==> config.mk <==
export PLATFORM = sky130hd
export DESIGN_NAME = gent_constrained_rand_gen
export DESIGN_NICKNAME = d
export VERILOG_FILES = /design/src/rtl/gent_constrained_rand_gen.sv
export SDC_FILE = /design/constraint.sdc
export NUM_CORES = 1
export LEC_CHECK = 0
export CAP_MARGIN = 20
export CORE_AREA = 2 2 149 151
export DETAILED_ROUTE_END_ITERATION = 7
export DIE_AREA = 0 0 151 153
export GPL_TIMING_DRIVEN = 1
export PLACE_DENSITY = 0.71
export SLEW_MARGIN = 20
export SYNTH_ARGS = -nofsm -noshare
export SYNTH_HDL_FRONTEND = slang
export SYNTH_SLANG_ARGS = --single-unit
==> constraint.sdc <==
create_clock -name clk -period 7.6 [get_ports clk]
set_input_delay 1.14 -clock clk [delete_from_list [all_inputs] [get_ports clk]]
set_output_delay 1.14 -clock clk [all_outputs]
set_load 0.02 [all_outputs]
==> src/rtl/gent_constrained_rand_gen.sv <==
// Constrained-random value generator: a 32-bit LFSR supplies candidates that
// must fall inside every enabled range policy, retried up to MAX_TRIES times.
module gent_constrained_rand_gen #(
  parameter int          WIDTH        = 16,
  parameter int          NUM_POLICIES = 4,
  parameter int          MAX_TRIES    = 64,
  parameter logic [31:0] SEED         = 32'h0000_0001,
  localparam int         IW = (NUM_POLICIES > 1) ? $clog2(NUM_POLICIES) : 1,
  localparam int         TW = $clog2(MAX_TRIES + 1)
) (
  input  logic             clk,
  input  logic             rst,
  input  logic             cfg_valid,
  output logic             cfg_ready,
  input  logic [IW-1:0]    cfg_idx,
  input  logic             cfg_en,
  input  logic [WIDTH-1:0] cfg_min,
  input  logic [WIDTH-1:0] cfg_max,
  input  logic             req_valid,
  output logic             req_ready,
  output logic             out_valid,
  input  logic             out_ready,
  output logic [WIDTH-1:0] out_data,
  output logic             out_err,
  output logic [TW-1:0]    out_tries,
  output logic             busy
);

  localparam logic [31:0] SEED_I = (SEED == 32'h0) ? 32'h1 : SEED;

  typedef enum logic [1:0] {
    S_IDLE,
    S_SEARCH,
    S_HOLD
  } state_t;

  state_t           state_q, state_d;
  logic [31:0]      lfsr_q, lfsr_d;
  logic [TW-1:0]    tries_q, tries_d;
  logic [WIDTH-1:0] data_q, data_d;
  logic             err_q, err_d;
  logic [TW-1:0]    otries_q, otries_d;

  logic             en_q  [NUM_POLICIES];
  logic             en_d  [NUM_POLICIES];
  logic [WIDTH-1:0] min_q [NUM_POLICIES];
  logic [WIDTH-1:0] min_d [NUM_POLICIES];
  logic [WIDTH-1:0] max_q [NUM_POLICIES];
  logic [WIDTH-1:0] max_d [NUM_POLICIES];

  logic [31:0]      lfsr_nxt;
  logic [WIDTH-1:0] cand;
  logic             legal;
  logic [TW-1:0]    tries_inc;

  assign lfsr_nxt  = {lfsr_q[30:0],
                      lfsr_q[31] ^ lfsr_q[21] ^ lfsr_q[1] ^ lfsr_q[0]};
  assign cand      = lfsr_q[WIDTH-1:0];
  assign tries_inc = tries_q + 1'b1;

  // Intersection of all enabled ranges; an inverted range never passes.
  always_comb begin
    legal = 1'b1;
    for (int i = 0; i < NUM_POLICIES; i++) begin
      if (en_q[i] && ((cand < min_q[i]) || (cand > max_q[i]))) begin
        legal = 1'b0;
      end
    end
  end

  always_comb begin
    state_d  = state_q;
    lfsr_d   = lfsr_q;
    tries_d  = tries_q;
    data_d   = data_q;
    err_d    = err_q;
    otries_d = otries_q;
    en_d     = en_q;
    min_d    = min_q;
    max_d    = max_q;
    unique case (state_q)
      S_IDLE: begin
        if (cfg_valid) begin
          for (int i = 0; i < NUM_POLICIES; i++) begin
            if (cfg_idx == IW'(i)) begin
              en_d[i]  = cfg_en;
              min_d[i] = cfg_min;
              max_d[i] = cfg_max;
            end
          end
        end
        if (req_valid) begin
          state_d = S_SEARCH;
          tries_d = '0;
        end
      end
      S_SEARCH: begin
        lfsr_d  = lfsr_nxt;
        tries_d = tries_inc;
        if (legal) begin
          state_d  = S_HOLD;
          data_d   = cand;
          err_d    = 1'b0;
          otries_d = tries_inc;
        end else if (tries_inc == TW'(MAX_TRIES)) begin
          state_d  = S_HOLD;
          data_d   = '0;
          err_d    = 1'b1;
          otries_d = TW'(MAX_TRIES);
        end
      end
      S_HOLD: begin
        if (out_ready) begin
          state_d = S_IDLE;
        end
      end
      default: state_d = S_IDLE;
    endcase
  end

  always_ff @(posedge clk or posedge rst) begin
    if (rst) begin
      state_q  <= S_IDLE;
      lfsr_q   <= SEED_I;
      tries_q  <= '0;
      data_q   <= '0;
      err_q    <= 1'b0;
      otries_q <= '0;
      for (int i = 0; i < NUM_POLICIES; i++) begin
        en_q[i]  <= 1'b0;
        min_q[i] <= '0;
        max_q[i] <= '1;
      end
    end else begin
      state_q  <= state_d;
      lfsr_q   <= lfsr_d;
      tries_q  <= tries_d;
      data_q   <= data_d;
      err_q    <= err_d;
      otries_q <= otries_d;
      en_q     <= en_d;
      min_q    <= min_d;
      max_q    <= max_d;
    end
  end

  assign cfg_ready = (state_q == S_IDLE);
  assign req_ready = (state_q == S_IDLE);
  assign busy      = (state_q != S_IDLE);
  assign out_valid = (state_q == S_HOLD);
  assign out_data  = data_q;
  assign out_err   = err_q;
  assign out_tries = otries_q;

endmodule

==> flow_metrics.py <==
metrics = {
    "worst_hold_path": {
        "hold_path_class": "flip-flop to flip-flop",
        "whs_path_depth": 2,
    },
    "worst_setup_path": {
        "r2r-start": "lfsr_q[14]",
        "cp.required_ns": 7.93,
        "start_kind": "flip-flop",
        "r2r-end": "out_tries[6]",
        "crit_path_end_kind": "flip-flop",
        "r2r_slack_ns": 4.11,
        "crit_end": "out_tries[6]",
        "rr_worst_depth": 8,
        "crit_type": "flip-flop to flip-flop",
        "path_max_fanout": 25,
        "critPathLaunch": "lfsr_q[14]",
        "arrival_ns": 3.82,
    },
    "layout": {
        "finalNonFillerCells": 1410,
        "design_area_um2": 12200,
        "n_antenna_cell": 0,
        "syn2layout_area_growth_pct": 14.8,
        "fin_util_pct": 56.8,
        "drive_gt1_share_pct": 16.1,
        "nNetsFinal": 1282,
    },
    "sta": {
        "period_minus_slack_ns": 3.49,
        "fmax_mhz": 287,
        "fin_setup_tns_ns": 0,
        "rsz0062_at_grt": "no",
        "holdWs_ns": 0.472,
        "max_slew_margin_pct": 40.1,
        "setup_viol_count_final": 0,
        "drv_slew": 0,
        "worst_pin_slew_ns": 0.899,
        "fin_ws_ns": 4.11,
        "timing.final.crit_share_pct": 45.9,
        "hold_violations": 0,
        "skew_ns": 0.0121,
    },
    "yosys": {
        "yosysTopAreaCell": "dfrtp_1",
        "yosys-top-cells-area": "dfrtp_1 31%, dfstp_2 16%, ha_1 15%, mux2_2 7.6%, nand2_1 6.4%",
        "synth_fp_nets": 1219,
        "synthTopCellsByCount": "181 x nand2_1, 145 x inv_1, 132 x dfrtp_1",
        "syn_area_um2": 10600,
        "async_flop_share_pct": 100,
        "synth_edf_count": 0,
        "yosysSeqAreaShare_pct": 47.2,
        "synth.top_cell.area_share_pct": 31.1,
        "synth-warning-count": 0,
        "syn-mean-instance-area_um2": 10.1,
        "synth_seq_cells": 197,
        "synth_cell_type_count": 51,
        "synthCells": 1054,
        "ys.flop_type": "dfrtp_1",
        "synth_most_common_cell": "nand2_1",
    },
    "global_routing": {
        "grt_use_total_pct": 22.3,
        "grt_pass1_wl_um": 39900,
        "grt_max_degree": 133,
        "antenna_found_initial": 0,
        "overflow": 0,
        "first_global_vias": 7600,
    },
    "clock_tree": {
        "cts_buffers": 17,
        "cts_resized": 0,
        "clock_latency_ns": 0.44,
        "htreeDepth": 4,
        "root_buffer": "clkbuf_16",
        "postCtsHoldBufs": 0,
        "cts_tree": "built",
        "clk_pin_slew_ns": 0.08,
        "clock_sinks": 197,
        "cts_setup_buffers": 0,
        "clockBufferDepth": 2,
    },
    "detailed_routing": {
        "wire_per_inst_um": 17.2,
        "drtIter0Drc": 408,
        "final_antenna_net_count": 0,
        "wl_um": 24200,
        "route.detailed.drc": 0,
        "drtPass1Iterations": 4,
        "routed_via_density": 5.33,
        "vias": 7513,
    },
    "place": {
        "gp_congestion": 0.832,
        "place_ws_ns": 4.09,
        "hpwl_um": 17300,
        "place_inst": 1378,
        "dpl-instance-area_um2": 11600,
        "io_buffers": 67,
    },
    "pwr": {
        "p_leak_nw": 5.93,
        "power.switching_mw": 1.41,
        "clock_power_share_pct": 23.0,
        "intPower_mw": 2.54,
        "p_comb_share_pct": 33.5,
        "seq_power_share_pct": 43.4,
        "powerDensity_nw_per_um2": 324,
        "ir_drop_mv": 0.131,
        "swShare_pct": 35.6,
        "power_mw": 3.95,
    },
    "floorplan": {
        "num_rows": 54,
        "die_w_um": 151,
        "fp.dieH_um": 153,
        "dieArea_um2": 23100,
        "io_pins": 68,
        "core_um2": 21500,
        "start_util_pct": 49.5,
    },
    "job": {
        "drv_cap": 0,
    },
    "run_status": {
        "outcome": "finished clean",
    },
}
routing by layer:
metal  vias up  global-route usage (%)  part of all wire (%)
li1       3713                       -                     -
met1      3634                    31.0                    47
met2       135                    36.1                    47
met3        31                    3.52                   3.4
met4         0                    6.76                   1.9
met5         -                       0                     0
kinds of logic after synthesis:
family / synth area share [%]
adder cells (fa/ha/maj): 14.7
buffers and inverters: 6.36
AO/OA/AOI/OAI: 10.2
AND/OR/NAND/NOR: 11.2
XOR/XNOR: 0.659
multiplexers: 9.70
flip-flops: 47.2
worst max-delay path, stage by stage (launching register included):
cell and delay (ns):
dfrtp_1 0.55, ha_1 0.40, nand4_1 0.14, or4_1 0.54, o32ai_1 0.28, o22ai_1 0.12, and4b_1 0.35, nand4_4 0.49
a221o_1 0.52
state kept, by name, indices dropped and copies added (netlist names):
signal     count
en_q           4
lfsr_q        32
max_q         64
min_q         64
out_data      16
out_err        1
out_tries      7
state_q        2
tries_q        7
area by class of cell:
type	instances	area [µm²]
well taps	280	350
clock buffers	18	429
flip-flops and latches	197	5010
clock inverters	14	180
inverters	145	552
repair buffers	74	723
multi-input cells	682	4960
fillers	1863	9280
power by group through the flow:
stage / clock network [mW] / logic (mW) / registers, mW
6_report: 0.910 / 1.33 / 1.72
3_3_place_gp: 0 / 1.30 / 1.71
3_5_place_dp: 0 / 1.33 / 1.73
2_1_floorplan: 0 / 0.953 / 1.69
5_1_grt: 0.969 / 1.52 / 1.76
4_1_cts: 0.927 / 1.34 / 1.72
cells in the final DEF (no fill, tap or decap), types with 3 or more instances in the layout:
master,instances
a21o_1,7
nand2b_1,10
nand2_1,181
mux2i_1,22
nor2b_1,4
inv_1,144
nand4_1,21
or3_1,3
xnor2_1,4
o21ai_0,98
clkbuf_16,17
ha_1,125
dfstp_2,65
o21a_1,5
clkinv_8,7
clkdlybuf4s50_1,67
o211ai_1,4
o311ai_0,3
a2111oi_0,3
inv_6,3
inv_8,3
a211o_1,3
and3_1,5
mux2_2,72
buf_4,7
dfrtp_1,132
a221oi_1,3
nor2_1,13
a21oi_1,42
xor2_1,4
nand3_1,16
worst min-delay path by stage:
stage	start	end	slack, ns
finish	lfsr_q[27]	lfsr_q[28]	0.47
global route	lfsr_q[18]	lfsr_q[19]	0.50
CTS	lfsr_q[27]	lfsr_q[28]	0.47
detailed placement	lfsr_q[27]	lfsr_q[28]	0.45
global placement	lfsr_q[19]	lfsr_q[20]	0.45
floorplan	lfsr_q[16]	lfsr_q[17]	0.44
Note: power is estimated with default switching activity, not from simulation.
